## config.mk

```make
export PLATFORM = sky130hd
export DESIGN_NAME = nv_csa_accum_ctrl
export DESIGN_NICKNAME = d
export VERILOG_FILES = /design/src/rtl/nv_csa_accum_ctrl.sv
export SDC_FILE = /design/constraint.sdc
export NUM_CORES = 1
export LEC_CHECK = 0
export CAP_MARGIN = 20
export CORE_ASPECT_RATIO = 1.75
export CORE_UTILIZATION = 30
export CTS_CLUSTER_SIZE = 10
export DETAILED_ROUTE_END_ITERATION = 12
export SLEW_MARGIN = 0
export SYNTH_ARGS = -nofsm -noshare
export SYNTH_HDL_FRONTEND = slang
export SYNTH_SLANG_ARGS = --single-unit
```

## constraint.sdc

```tcl
create_clock -name nvdla_core_clk -period 3.92 [get_ports nvdla_core_clk]
set_input_delay 0.784 -clock nvdla_core_clk [delete_from_list [all_inputs] [get_ports nvdla_core_clk]]
set_output_delay 0.784 -clock nvdla_core_clk [all_outputs]
set_load 0.02 [all_outputs]
```

## src/rtl/nv_csa_accum_ctrl.sv

```systemverilog
// nv_csa_accum_ctrl: packet-level multi-beat accumulator.
// Each accepted beat is folded into a carry-save sum/carry pair. A single
// carry-propagate add is done once per packet, in RESOLVE.
// Optional feature macro: NV_CSA_ACCUM_SAT_EN (saturate result to signed OUT_W).
module nv_csa_accum_ctrl #(
  parameter int unsigned NUM_IN    = 4,
  parameter int unsigned IN_W      = 8,
  parameter int unsigned ACC_W     = 20,
  parameter int unsigned OUT_W     = 16,
  parameter int unsigned MAX_BEATS = 16,
  parameter int unsigned CNT_W     = 5
) (
  input  logic                   nvdla_core_clk,
  input  logic                   nvdla_core_rstn,
  input  logic                   in_valid,
  output logic                   in_ready,
  input  logic [NUM_IN*IN_W-1:0] in_data,
  input  logic                   in_last,
  input  logic                   acc_clr,
  output logic                   out_valid,
  input  logic                   out_ready,
  output logic [OUT_W-1:0]       out_data,
  output logic [CNT_W-1:0]       out_beats,
  output logic                   out_trunc,
  output logic                   out_sat
);

  typedef enum logic [1:0] {IDLE, ACC, RESOLVE, OUT} state_t;

  state_t             state_q, state_d;
  logic [ACC_W-1:0]   sum_q, carry_q;
  logic [CNT_W-1:0]   cnt_q;
  logic               trunc_q;

  logic               accept;
  logic [CNT_W-1:0]   cnt_nxt;
  logic               hit_max;
  logic [ACC_W-1:0]   tree_sum, tree_carry;
  logic [ACC_W-1:0]   res;
  logic [OUT_W-1:0]   res_red;
  logic               res_clip;

  // Beats are only taken in IDLE/ACC, and never while reset is asserted.
  assign in_ready = nvdla_core_rstn && ((state_q == IDLE) || (state_q == ACC));
  assign accept   = in_valid && in_ready;
  assign cnt_nxt  = (state_q == IDLE) ? CNT_W'(1) : cnt_q + CNT_W'(1);
  assign hit_max  = (cnt_nxt == CNT_W'(MAX_BEATS));

  // Carry-save tree: NUM_IN sign-extended operands plus the sum/carry feedback.
  always_comb begin
    logic [ACC_W-1:0] op_ext;
    logic [ACC_W-1:0] nsum;
    tree_sum   = (state_q == IDLE) ? '0 : sum_q;
    tree_carry = (state_q == IDLE) ? '0 : carry_q;
    op_ext     = '0;
    nsum       = '0;
    for (int k = 0; k < int'(NUM_IN); k++) begin
      op_ext     = ACC_W'(signed'(in_data[k*IN_W +: IN_W]));
      nsum       = tree_sum ^ tree_carry ^ op_ext;
      tree_carry = ((tree_sum & tree_carry) | (tree_sum & op_ext) |
                    (tree_carry & op_ext)) << 1;
      tree_sum   = nsum;
    end
  end

  // Final carry-propagate add and reduction to OUT_W.
  always_comb begin
    res      = sum_q + carry_q;
    res_red  = res[OUT_W-1:0];
    res_clip = 1'b0;
`ifdef NV_CSA_ACCUM_SAT_EN
    if (!((&res[ACC_W-1:OUT_W-1]) || !(|res[ACC_W-1:OUT_W-1]))) begin
      res_clip = 1'b1;
      res_red  = res[ACC_W-1] ? {1'b1, {(OUT_W-1){1'b0}}}
                              : {1'b0, {(OUT_W-1){1'b1}}};
    end
`endif
  end

  // State register.
  always_ff @(posedge nvdla_core_clk or negedge nvdla_core_rstn) begin
    if (!nvdla_core_rstn) state_q <= IDLE;
    else                  state_q <= state_d;
  end

  // Next-state logic; acc_clr overrides everything.
  always_comb begin
    state_d = state_q;
    if (acc_clr) begin
      state_d = IDLE;
    end else begin
      case (state_q)
        IDLE, ACC: if (accept) state_d = (in_last || hit_max) ? RESOLVE : ACC;
        RESOLVE:   state_d = OUT;
        OUT:       if (out_ready) state_d = IDLE;
        default:   state_d = IDLE;
      endcase
    end
  end

  // Accumulator, counter and result registers.
  always_ff @(posedge nvdla_core_clk or negedge nvdla_core_rstn) begin
    if (!nvdla_core_rstn) begin
      sum_q     <= '0;
      carry_q   <= '0;
      cnt_q     <= '0;
      trunc_q   <= 1'b0;
      out_valid <= 1'b0;
      out_data  <= '0;
      out_beats <= '0;
      out_trunc <= 1'b0;
      out_sat   <= 1'b0;
    end else if (acc_clr) begin
      sum_q     <= '0;
      carry_q   <= '0;
      cnt_q     <= '0;
      trunc_q   <= 1'b0;
      out_valid <= 1'b0;
    end else begin
      case (state_q)
        IDLE, ACC: begin
          if (accept) begin
            sum_q   <= tree_sum;
            carry_q <= tree_carry;
            cnt_q   <= cnt_nxt;
            if (hit_max && !in_last) trunc_q <= 1'b1;
          end
        end
        RESOLVE: begin
          out_data  <= res_red;
          out_beats <= cnt_q;
          out_trunc <= trunc_q;
          out_sat   <= res_clip;
          out_valid <= 1'b1;
        end
        OUT: begin
          if (out_ready) begin
            out_valid <= 1'b0;
            sum_q     <= '0;
            carry_q   <= '0;
            cnt_q     <= '0;
            trunc_q   <= 1'b0;
          end
        end
        default: ;
      endcase
    end
  end

endmodule

```

==> results.cfg <==
[run_status]
status = finished, final reports clean

[pwr]
p_comb_share_pct = 43.3
leakagePower_uw = 0.00252
p_int_uw = 1970
switching_share_pct = 36.0
p_switching_uw = 1110
power_density_nw_per_um2 = 536
max-vdd-ir-drop_uv = 192
clkPwrFrac_pct = 26.3
p_seq_share_pct = 30.4

[place]
gp_congestion = 0.797
place_ws_ps = 235
io_buffers = 61
place_hpwl_mm = 8.64
dpl_cell_area_sq_um = 5430

[floorplanning]
die-height_um = 166
fp.dieW_um = 95.5
initial_core_util_pct = 30.8
core_sq_um = 14900
std_cell_rows = 59
dieArea_sq_um = 15800
ios = 63

[routing]
drcViolationCount = 0
final_antenna_net_count = 0
wl_per_cell_um = 15.3
drt_first_pass_iters = 4
drt-initial-drc-count = 166
vias = 3404
wirelength_mm = 10.6
vias_per_cell = 4.93

[job]
cap_violations = 0

[global_route]
track_usage_pct = 14.7
antenna_found_initial = 1
grt_use_met1_pct = 16.0
grt_max_degree = 61
grt_pass1_wl_mm = 17.6
overflow = 0
grt_use_met2_pct = 27.1
use_met3_pct = 2.01
grt-busiest-layer = met2
first_global_vias = 3604

[logic_synthesis]
ys_ff_latch = 62
yosysUniqueCellTypes = 50
synthFlopType = dfrtp_1
synthTopCellsByCount = 86 x nand2_1, 62 x dfrtp_1, 57 x fa_1
syn_nets = 556
ys.warnings.count = 0
async_reset_ff_share_pct = 100
ys_seq_area_share_pct = 33.8
synth_enable_flop_cells = 0
syn-instance-count = 442
syn-cell-area_sq_um = 4590
synth_top_area_share_pct = 33.8
synth.area.top_cells = dfrtp_1 34%, fa_1 25%, nand2_1 7.0%
post-synth-top-count-cell = nand2_1
postSynthAreaPerCell_sq_um = 10.4
yosys.area.top_type = dfrtp_1

[sta]
period_minus_slack_ps = 3520
relSlewSlack_pct = 49.3
whs_ps = 274
setup_viol = 0
hold_viol = 0
worst_pin_slew_ps = 761
post-route-period-util_pct = 89.9
skew_ps = 8.41
fmax_mhz = 284
worst_slack_ps = 396
rsz0062_at_grt = no
slew_violations = 0
tns_ps = 0

[worst_setup_path]
crit_required_ps = 4170
critPathLaunchType = register
crit_arrival_ps = 3770
cp_max_fo = 24
reg2reg_slack_ps = 400
endpoint_kind = register
critPathKind = reg -> reg

[cts]
cts.repair.resized = 0
cts_sinks = 62
cts_setup_buffers = 0
cts-htree-levels = 3
cts_tree = yes
clockRootBuffer = clkbuf_16
cts.path.max_buffers = 2
ctsHoldBuffers = 0
clock_latency_ps = 330
clk_pin_slew_worst_paths_ps = 60
cts_buffers = 9

[finish]
finish.instance_area_sq_um = 5740
drive_gt1_share_pct = 6.30
nets = 617
insertedDiodeCount = 0
syn2layout_area_growth_pct = 25.1
n_fill_cell = 1467

[worst_hold_path]
hold_path_class = in -> async
through the flow:
| stage | util, % | std cells | total power [uW] |
|---|---|---|---|
| 3_5_place_dp | 36.4 | 675 | 2300 |
| 3_3_place_gp | 36.4 | 675 | 2240 |
| 6_report | 38.5 | 691 | 3080 |
| 4_1_cts | 38.5 | 691 | 3120 |
| 5_1_grt | 38.5 | 691 | 3320 |
| 2_1_floorplan | - | 442 | 1790 |
layout by cell type, fill, tap and decap left out, types with 2 or more instances in the layout:
master,netlist,routed
a211o_1,2,2
a211oi_1,2,2
a21boi_0,2,2
a21o_1,2,2
a21oi_1,12,12
a22o_1,10,10
a31oi_1,4,4
and2_1,29,29
and3_1,3,3
buf_12,0,2
buf_4,2,8
clkbuf_16,0,9
clkbuf_8,0,2
clkdlybuf4s50_1,0,60
clkinvlp_4,0,2
dfrtp_1,62,62
fa_1,57,57
ha_1,19,19
inv_1,11,11
nand2_1,86,86
nand2b_1,2,2
nand3_1,6,6
nor2_1,14,14
nor2b_1,2,2
nor3_1,4,4
o2111ai_1,2,2
o21a_1,3,3
o21ai_0,43,43
o21ai_1,3,2
o31ai_1,2,2
xnor2_1,10,10
xor2_1,9,9
power by group through the flow:
| stage | clock network (uW) | registers [uW] | logic, uW |
|---|---|---|---|
| global route | 855 | 957 | 1510 |
| CTS | 824 | 939 | 1360 |
| floorplan | 0 | 995 | 794 |
| detailed placement | 0 | 948 | 1350 |
| finish | 810 | 934 | 1330 |
| global placement | 0 | 942 | 1300 |
flip-flops by register name, summed over array words and instances, names as in the netlist:
register   count
out_valid      1
sum_q         16
out_trunc      1
carry_q       15
cnt_q          5
out_data      16
state_q        2
trunc_q        1
out_beats      5
critical path: stages (launching register included):
cell,delay (ps)
dfrtp_1,470
or2_1,410
buf_12,230
and2_1,170
fa_1,490
fa_1,520
fa_1,430
fa_1,500
nand2_1,50
o21ai_0,150
area by class of cell:
cell class              instances  area (sq um)  area share, %
multi-input cells             348          2900           50.6
inverters                      11          41.3          0.719
flip-flops and latches         62          1550           27.0
clock inverters                 4          53.8          0.937
clock buffers                  12           256           4.47
repair buffers                 71           706           12.3
well taps                     183           229           3.99
layer usage:
layer	up-vias	routed length [um]	part of all wire [%]
met2	67	5970	56
met4	0	397	3.7
met5	-	0	0
met3	24	253	2.4
met1	1700	3980	38
li1	1613	-	-
kinds of logic (layout without fill, tap and decap cells):
group | after synthesis | in the layout | synth area share (%)
xor+xnor | 19 | 19 | 3.63
other cells | 1 | 1 | 0.0818
fa+ha+maj | 76 | 76 | 30.1
compound gates | 96 | 96 | 13.2
buf+inv | 32 | 98 | 3.16
simple gates | 156 | 156 | 16.0
flops | 62 | 62 | 33.8
final timing paths:
check / from / end / depth (start not counted)
max reg2reg: state_q[0] / sum_q[14] / 9
max in group asynchronous: nvdla_core_rstn / sum_q[12] / 2
min: nvdla_core_rstn / out_data[1] / 1
min reg2reg: out_beats[1] / out_beats[1] / 2
min in group nvdla_core_clk: out_beats[1] / out_beats[1] / 2
max: state_q[0] / sum_q[14] / 9
No activity file was read; power rests on OpenSTA's default activity.
